===== src/rtl/addr8s_pkg.sv =====
// Shared types, constants and clamp helper for the saturating 8-bit signed accumulator.
package addr8s_pkg;

  localparam int unsigned DATA_W = 8;

  localparam logic [DATA_W-1:0] SAT_MAX = {1'b0, {(DATA_W-1){1'b1}}};
  localparam logic [DATA_W-1:0] SAT_MIN = {1'b1, {(DATA_W-1){1'b0}}};

  typedef enum logic [1:0] {
    IDLE = 2'd0,
    ACC  = 2'd1,
    HOLD = 2'd2
  } state_t;

  // Clamp a DATA_W+1 signed sum back to DATA_W bits; returns {ovf, data}.
  function automatic logic [DATA_W:0] sat9to8(input logic [DATA_W:0] sum);
    logic [DATA_W:0] res;
    if (sum[DATA_W] != sum[DATA_W-1]) begin
      res = {1'b1, (sum[DATA_W] ? SAT_MIN : SAT_MAX)};
    end else begin
      res = {1'b0, sum[DATA_W-1:0]};
    end
    return res;
  endfunction

endpackage


===== src/rtl/addr8s_sat_step.sv =====
// Combinational sign-extend, add and clamp. ALT selects an independently coded
// adder (unsigned add plus reconstructed sign) used as the redundant check copy.
module addr8s_sat_step #(
  parameter int unsigned DATA_W = addr8s_pkg::DATA_W,
  parameter bit          ALT    = 1'b0
) (
  input  logic [DATA_W-1:0] a,
  input  logic [DATA_W-1:0] b,
  output logic [DATA_W-1:0] sat,
  output logic              ovf
);
  import addr8s_pkg::*;

  logic [DATA_W:0] sum_w;

  if (ALT) begin : g_alt
    logic [DATA_W:0] raw;
    assign raw   = {1'b0, a} + {1'b0, b};
    // Sign of the extended sum = sign(a) ^ sign(b) ^ carry out of the top data bit.
    assign sum_w = {a[DATA_W-1] ^ b[DATA_W-1] ^ raw[DATA_W], raw[DATA_W-1:0]};
  end else begin : g_ref
    assign sum_w = {a[DATA_W-1], a} + {b[DATA_W-1], b};
  end

  if (DATA_W == addr8s_pkg::DATA_W) begin : g_pkg_clamp
    assign {ovf, sat} = sat9to8(sum_w);
  end else begin : g_gen_clamp
    assign ovf = sum_w[DATA_W] ^ sum_w[DATA_W-1];
    assign sat = ovf ? {sum_w[DATA_W], {(DATA_W-1){~sum_w[DATA_W]}}}
                     : sum_w[DATA_W-1:0];
  end

endmodule


===== src/rtl/addr8s_sat_accum.sv =====
// Burst accumulator with saturation over a valid/ready stream.
// Optional redundant-adder check enabled by defining ADDR8S_FAULT_CHK_EN.
module addr8s_sat_accum #(
  parameter int unsigned DATA_W  = 8,
  parameter int unsigned MAX_LEN = 15,
  parameter int unsigned CNT_W   = 8
) (
  input  logic              clk,
  input  logic              rst_n,
  input  logic              in_valid,
  output logic              in_ready,
  input  logic [DATA_W-1:0] in_data,
  input  logic              in_last,
  output logic              out_valid,
  input  logic              out_ready,
  output logic [DATA_W-1:0] out_data,
  output logic              out_ovf,
  output logic              out_trunc,
  output logic [CNT_W-1:0]  out_count,
  output logic              out_fault
);
  import addr8s_pkg::*;

  state_t             state_q, state_d;
  logic [DATA_W-1:0]  acc_q, acc_d;
  logic [CNT_W-1:0]   count_q, count_d, count_inc;
  logic               ovf_q, ovf_d;
  logic               fault_q, fault_d;
  logic               in_ready_d, out_valid_d;
  logic [DATA_W-1:0]  out_data_d;
  logic               out_ovf_d, out_trunc_d, out_fault_d;
  logic [CNT_W-1:0]   out_count_d;
  logic               accept_c;
  logic [DATA_W-1:0]  step_data;
  logic               step_ovf;
  logic               mismatch_c;

  assign accept_c  = in_valid && in_ready;
  assign count_inc = count_q + CNT_W'(1);

  addr8s_sat_step #(.DATA_W(DATA_W), .ALT(1'b0)) u_step (
    .a   (acc_q),
    .b   (in_data),
    .sat (step_data),
    .ovf (step_ovf)
  );

`ifdef ADDR8S_FAULT_CHK_EN
  logic [DATA_W-1:0] chk_sat;
  logic              chk_ovf;

  addr8s_sat_step #(.DATA_W(DATA_W), .ALT(1'b1)) u_step_chk (
    .a   (acc_q),
    .b   (in_data),
    .sat (chk_sat),
    .ovf (chk_ovf)
  );

  assign mismatch_c = ({chk_sat, chk_ovf} != {step_data, step_ovf});
`else
  assign mismatch_c = 1'b0;
`endif

  // Next-state, datapath and output capture.
  always_comb begin
    state_d     = state_q;
    acc_d       = acc_q;
    count_d     = count_q;
    ovf_d       = ovf_q;
    fault_d     = fault_q;
    out_data_d  = out_data;
    out_ovf_d   = out_ovf;
    out_trunc_d = out_trunc;
    out_count_d = out_count;
    out_fault_d = out_fault;

    case (state_q)
      IDLE: begin
        if (accept_c) begin
          acc_d   = in_data;
          count_d = CNT_W'(1);
          ovf_d   = 1'b0;
          fault_d = 1'b0;
          if (in_last || (MAX_LEN == 1)) begin
            state_d     = HOLD;
            out_data_d  = in_data;
            out_ovf_d   = 1'b0;
            out_trunc_d = !in_last;
            out_count_d = CNT_W'(1);
            out_fault_d = 1'b0;
          end else begin
            state_d = ACC;
          end
        end
      end
      ACC: begin
        if (accept_c) begin
          acc_d   = step_data;
          count_d = count_inc;
          ovf_d   = ovf_q | step_ovf;
          fault_d = fault_q | mismatch_c;
          if (in_last || (count_inc == CNT_W'(MAX_LEN))) begin
            state_d     = HOLD;
            out_data_d  = step_data;
            out_ovf_d   = ovf_q | step_ovf;
            out_trunc_d = !in_last;
            out_count_d = count_inc;
            out_fault_d = fault_q | mismatch_c;
          end
        end
      end
      HOLD: begin
        if (out_ready) begin
          state_d = IDLE;
        end
      end
      default: state_d = IDLE;
    endcase

    in_ready_d  = (state_d != HOLD);
    out_valid_d = (state_d == HOLD);
  end

  always_ff @(posedge clk or negedge rst_n) begin
    if (!rst_n) begin
      state_q   <= IDLE;
      acc_q     <= '0;
      count_q   <= '0;
      ovf_q     <= 1'b0;
      fault_q   <= 1'b0;
      in_ready  <= 1'b1;
      out_valid <= 1'b0;
      out_data  <= '0;
      out_ovf   <= 1'b0;
      out_trunc <= 1'b0;
      out_count <= '0;
      out_fault <= 1'b0;
    end else begin
      state_q   <= state_d;
      acc_q     <= acc_d;
      count_q   <= count_d;
      ovf_q     <= ovf_d;
      fault_q   <= fault_d;
      in_ready  <= in_ready_d;
      out_valid <= out_valid_d;
      out_data  <= out_data_d;
      out_ovf   <= out_ovf_d;
      out_trunc <= out_trunc_d;
      out_count <= out_count_d;
      out_fault <= out_fault_d;
    end
  end

endmodule


===== config.mk =====
export PLATFORM = sky130hd
export DESIGN_NAME = addr8s_sat_accum
export DESIGN_NICKNAME = d
export VERILOG_FILES = /design/src/rtl/addr8s_pkg.sv /design/src/rtl/addr8s_sat_step.sv /design/src/rtl/addr8s_sat_accum.sv
export SDC_FILE = /design/constraint.sdc
export NUM_CORES = 1
export LEC_CHECK = 0
export CAP_MARGIN = 20
export CORE_AREA = 2 2 69 71
export DETAILED_ROUTE_END_ITERATION = 8
export DIE_AREA = 0 0 71 73
export GPL_TIMING_DRIVEN = 0
export PLACE_DENSITY_LB_ADDON = 0.05
export SYNTH_ARGS = -nofsm -noshare
export SYNTH_HDL_FRONTEND = slang
export SYNTH_HIERARCHICAL = 1
export SYNTH_SLANG_ARGS = --single-unit
export TNS_END_PERCENT = 20

===== constraint.sdc =====
create_clock -name clk -period 3.3 [get_ports clk]
set_input_delay 0.66 -clock clk [delete_from_list [all_inputs] [get_ports clk]]
set_output_delay 0.66 -clock clk [all_outputs]
set_load 0.03 [all_outputs]

==> impl_metrics.tcl <==
set metrics [dict create \
    vias 1794 \
    synth-main-ff-cell "dfrtp_1" \
    ys_seq_elements 39 \
    min_period_ns 3.02 \
    antenna_left 0 \
    core_area_um2 4540 \
    num_rows 25 \
    critPathMostFrequentCell "nand2_1" \
    synth_cell_types 47 \
    clkTransAtPathRegs_ns 0.08 \
    post_cts_buffers 0 \
    drc 0 \
    cp-start-kind "input port" \
    die_y_um 73 \
    synth-compound-area-share_pct 16.7 \
    fin_area_um2 2780 \
    whs_ns 0.483 \
    cp_slowest_cell "nor2_1" \
    cts_resized 0 \
    die-area_um2 5180 \
    grt_pass1_vias 1787 \
    antenna_found_initial 0 \
    dpl.hpwl_um 3540 \
    power_w 0.00240 \
    finalSetupTns_ns 0 \
    synthArstFlopShare_pct 100 \
    synth_area_um2 2300 \
    ir_worst_vdd_mv 0.475 \
    p_per_area_nw_per_um2 863 \
    io_buffers 32 \
    crit_type "input port to flip-flop" \
    io_pins 34 \
    nFillCells 400 \
    cts_buffer_depth 2 \
    track_usage_pct 20.4 \
    clock-skew-final_ns 0.00553 \
    tritoncts "done" \
    cpPeakStageDelay_ns 0.57 \
    avgSynthCellArea_um2 9.38 \
    synth_edf_count 0 \
    synth_xor_area_share_pct 3.81 \
    crit_arrival_ns 3.20 \
    synth_mux_area_share_pct 7.57 \
    cts_inserted_buffers 5 \
    fmax_ghz 0.331 \
    crit_chain "clkdlybuf4s50_1 > nand2_1 > nor2_1 > nand2_1 > o31ai_4 > buf_8 > mux2_4" \
    path_buf_inv 2 \
    required_ns 3.48 \
    relSlewSlack_pct 41.5 \
    wl_per_cell_um 14.0 \
    yosysSeqAreaShare_pct 42.5 \
    grt_max_degree 40 \
    synth_top_family_by_area "simple AND/OR/NAND/NOR gates" \
    cts_root_buffer "clkbuf_8" \
    finalHoldViolations 0 \
    clkLatencyLatePin_ns 0.29 \
    maxCapViolCount 0 \
    final_nets 308 \
    cts_sinks 39 \
    post_dp_cell_area_um2 2680 \
    area_delta_synth_final_pct 21.0 \
    syn_nets 269 \
    slew_violations 0 \
    synthAdderAreaFrac_pct 6.31 \
    htree_num_levels 2 \
    setup_viol 0 \
    worst-slew-pin-transition_ns 0.878 \
    yosysWarnings 6 \
    synth_cells 245 \
    post-route-period-util_pct 91.6 \
    drive_gt1_share_pct 13.3 \
    leakagePower_nw 1.25 \
    status "finished, final reports clean" \
    rsz0062_at_grt "no" \
    grt_first_pass_wirelength_um 8210 \
    viasPerCell 5.29 \
    start_util_pct 50.7 \
    antenna_cells 0 \
    crit_family "simple AND/OR/NAND/NOR gates" \
    end_kind "flip-flop" \
    drt_iter0_drc 82 \
    gr-total-overflow 0 \
    drt-total-wl_um 4750 \
    worstPathMaxFanout 10 \
    die_w_um 71 \
    place.gp.congestion 0.816 \
    synth_simple_gate_area_share_pct 17.7 \
    utilization_pct 61.3 \
    cts-hold-fix-buffers 0 \
    drt_first_pass_iters 4 \
    worstHoldPathType "input port to asynchronous set/reset pin" \
]
[through the flow]
stage | worst slack (ns) | std cells
after floorplan | 0.731 | 245
after global placement | -0.0627 | 331
after detailed placement | -0.0943 | 331
after CTS | 0.205 | 339
after global routing | 0.0795 | 339
final | 0.278 | 339
[synthesized netlist by cell type, types with 2 or more instances]
cell type	n	area, um^2
dfrtp_1	38	951
mux2i_1	8	80.1
nand2_1	56	210
a21o_1	3	22.5
clkbuf_1	5	18.8
a21o_2	3	26.3
o21ai_0	13	65.1
buf_2	2	10.0
o31ai_4	2	42.5
a21oi_1	13	65.1
o22ai_1	5	31.3
o21ai_1	4	20.0
nand3_1	8	40.0
xnor2_1	8	70.1
inv_1	13	48.8
nor2_1	9	33.8
ha_1	10	125
o31ai_1	3	22.5
xor2_1	2	17.5
buf_4	3	22.5
mux2_2	7	78.8
nand2b_1	2	12.5
nor2b_1	4	25.0
[path summary, 6_finish.rpt]
check	slack, ns	cells after the start	from	end
max	0.28	7	in_valid	out_count[1]
min	0.48	1	rst_n	out_count[4]
max reg2reg	0.58	6	in_ready	out_count[1]
min reg2reg	0.49	2	acc_q[5]	acc_q[5]
max in group asynchronous	2.27	1	rst_n	acc_q[2]
min in group clk	0.49	2	acc_q[5]	acc_q[5]
[registers in the layout (all words and copies together) (netlist names)]
signal,count
out_count,8
out_data,8
ovf_q,1
state_q,2
in_ready,1
out_ovf,1
out_valid,1
out_trunc,1
count_q,8
acc_q,8
[cells in the final DEF (no fill, tap or decap), types with 4 or more instances in the layout]
master           instances
clkbuf_1                 6
nor2_1                   9
o21ai_1                  4
clkdlybuf4s50_1         31
mux2_2                   7
dfrtp_1                 38
o22ai_1                  5
nand3_1                  8
nor2b_1                  4
inv_1                   13
nand2_1                 56
mux2i_1                  8
clkbuf_8                 7
ha_1                    10
o21ai_0                 13
a21oi_1                 13
xnor2_1                  8
[worst register-to-register path, delay by kind of cell, from the launching register on]
family | cells | cell delay, ns
mux | 1 | 0.30
compound gates | 1 | 0.57
buf+inv | 1 | 0.23
flops | 1 | 0.53
simple gates | 3 | 0.98
[report_power, final]
group | total, W | switching, W | internal [W]
clock | 0.000358 | 0.000167 | 0.000191
combinational | 0.00132 | 0.000771 | 0.000553
sequential | 0.000720 | 0.0000929 | 0.000627
[routing by layer]
metal,GRT usage [%],wire [um],up-vias
met3,4.14,171,6
li1,-,-,911
met1,25.3,2150,837
met5,0,0,-
met4,6.50,59,0
met2,35.8,2370,40
[cell type report]
| class | instances | area, um^2 | share of cell area (%) |
|---|---|---|---|
| multi-input cells | 181 | 1200 | 43.2 |
| flip-flops and latches | 39 | 977 | 35.1 |
| repair buffers | 32 | 315 | 11.3 |
| clock buffers | 8 | 100 | 3.60 |
| plain buffers | 12 | 70.1 | 2.52 |
| well taps | 54 | 67.6 | 2.43 |
| inverters | 13 | 48.8 | 1.75 |
[cell families after synthesis]
kind of cell,Yosys count
adder cells (fa/ha/maj),11
flip-flops,39
AO/OA/AOI/OAI,55
buffers and inverters,25
other,1
XOR/XNOR,10
AND/OR/NAND/NOR,88
multiplexers,16
Power figures use the tool's default switching activity.
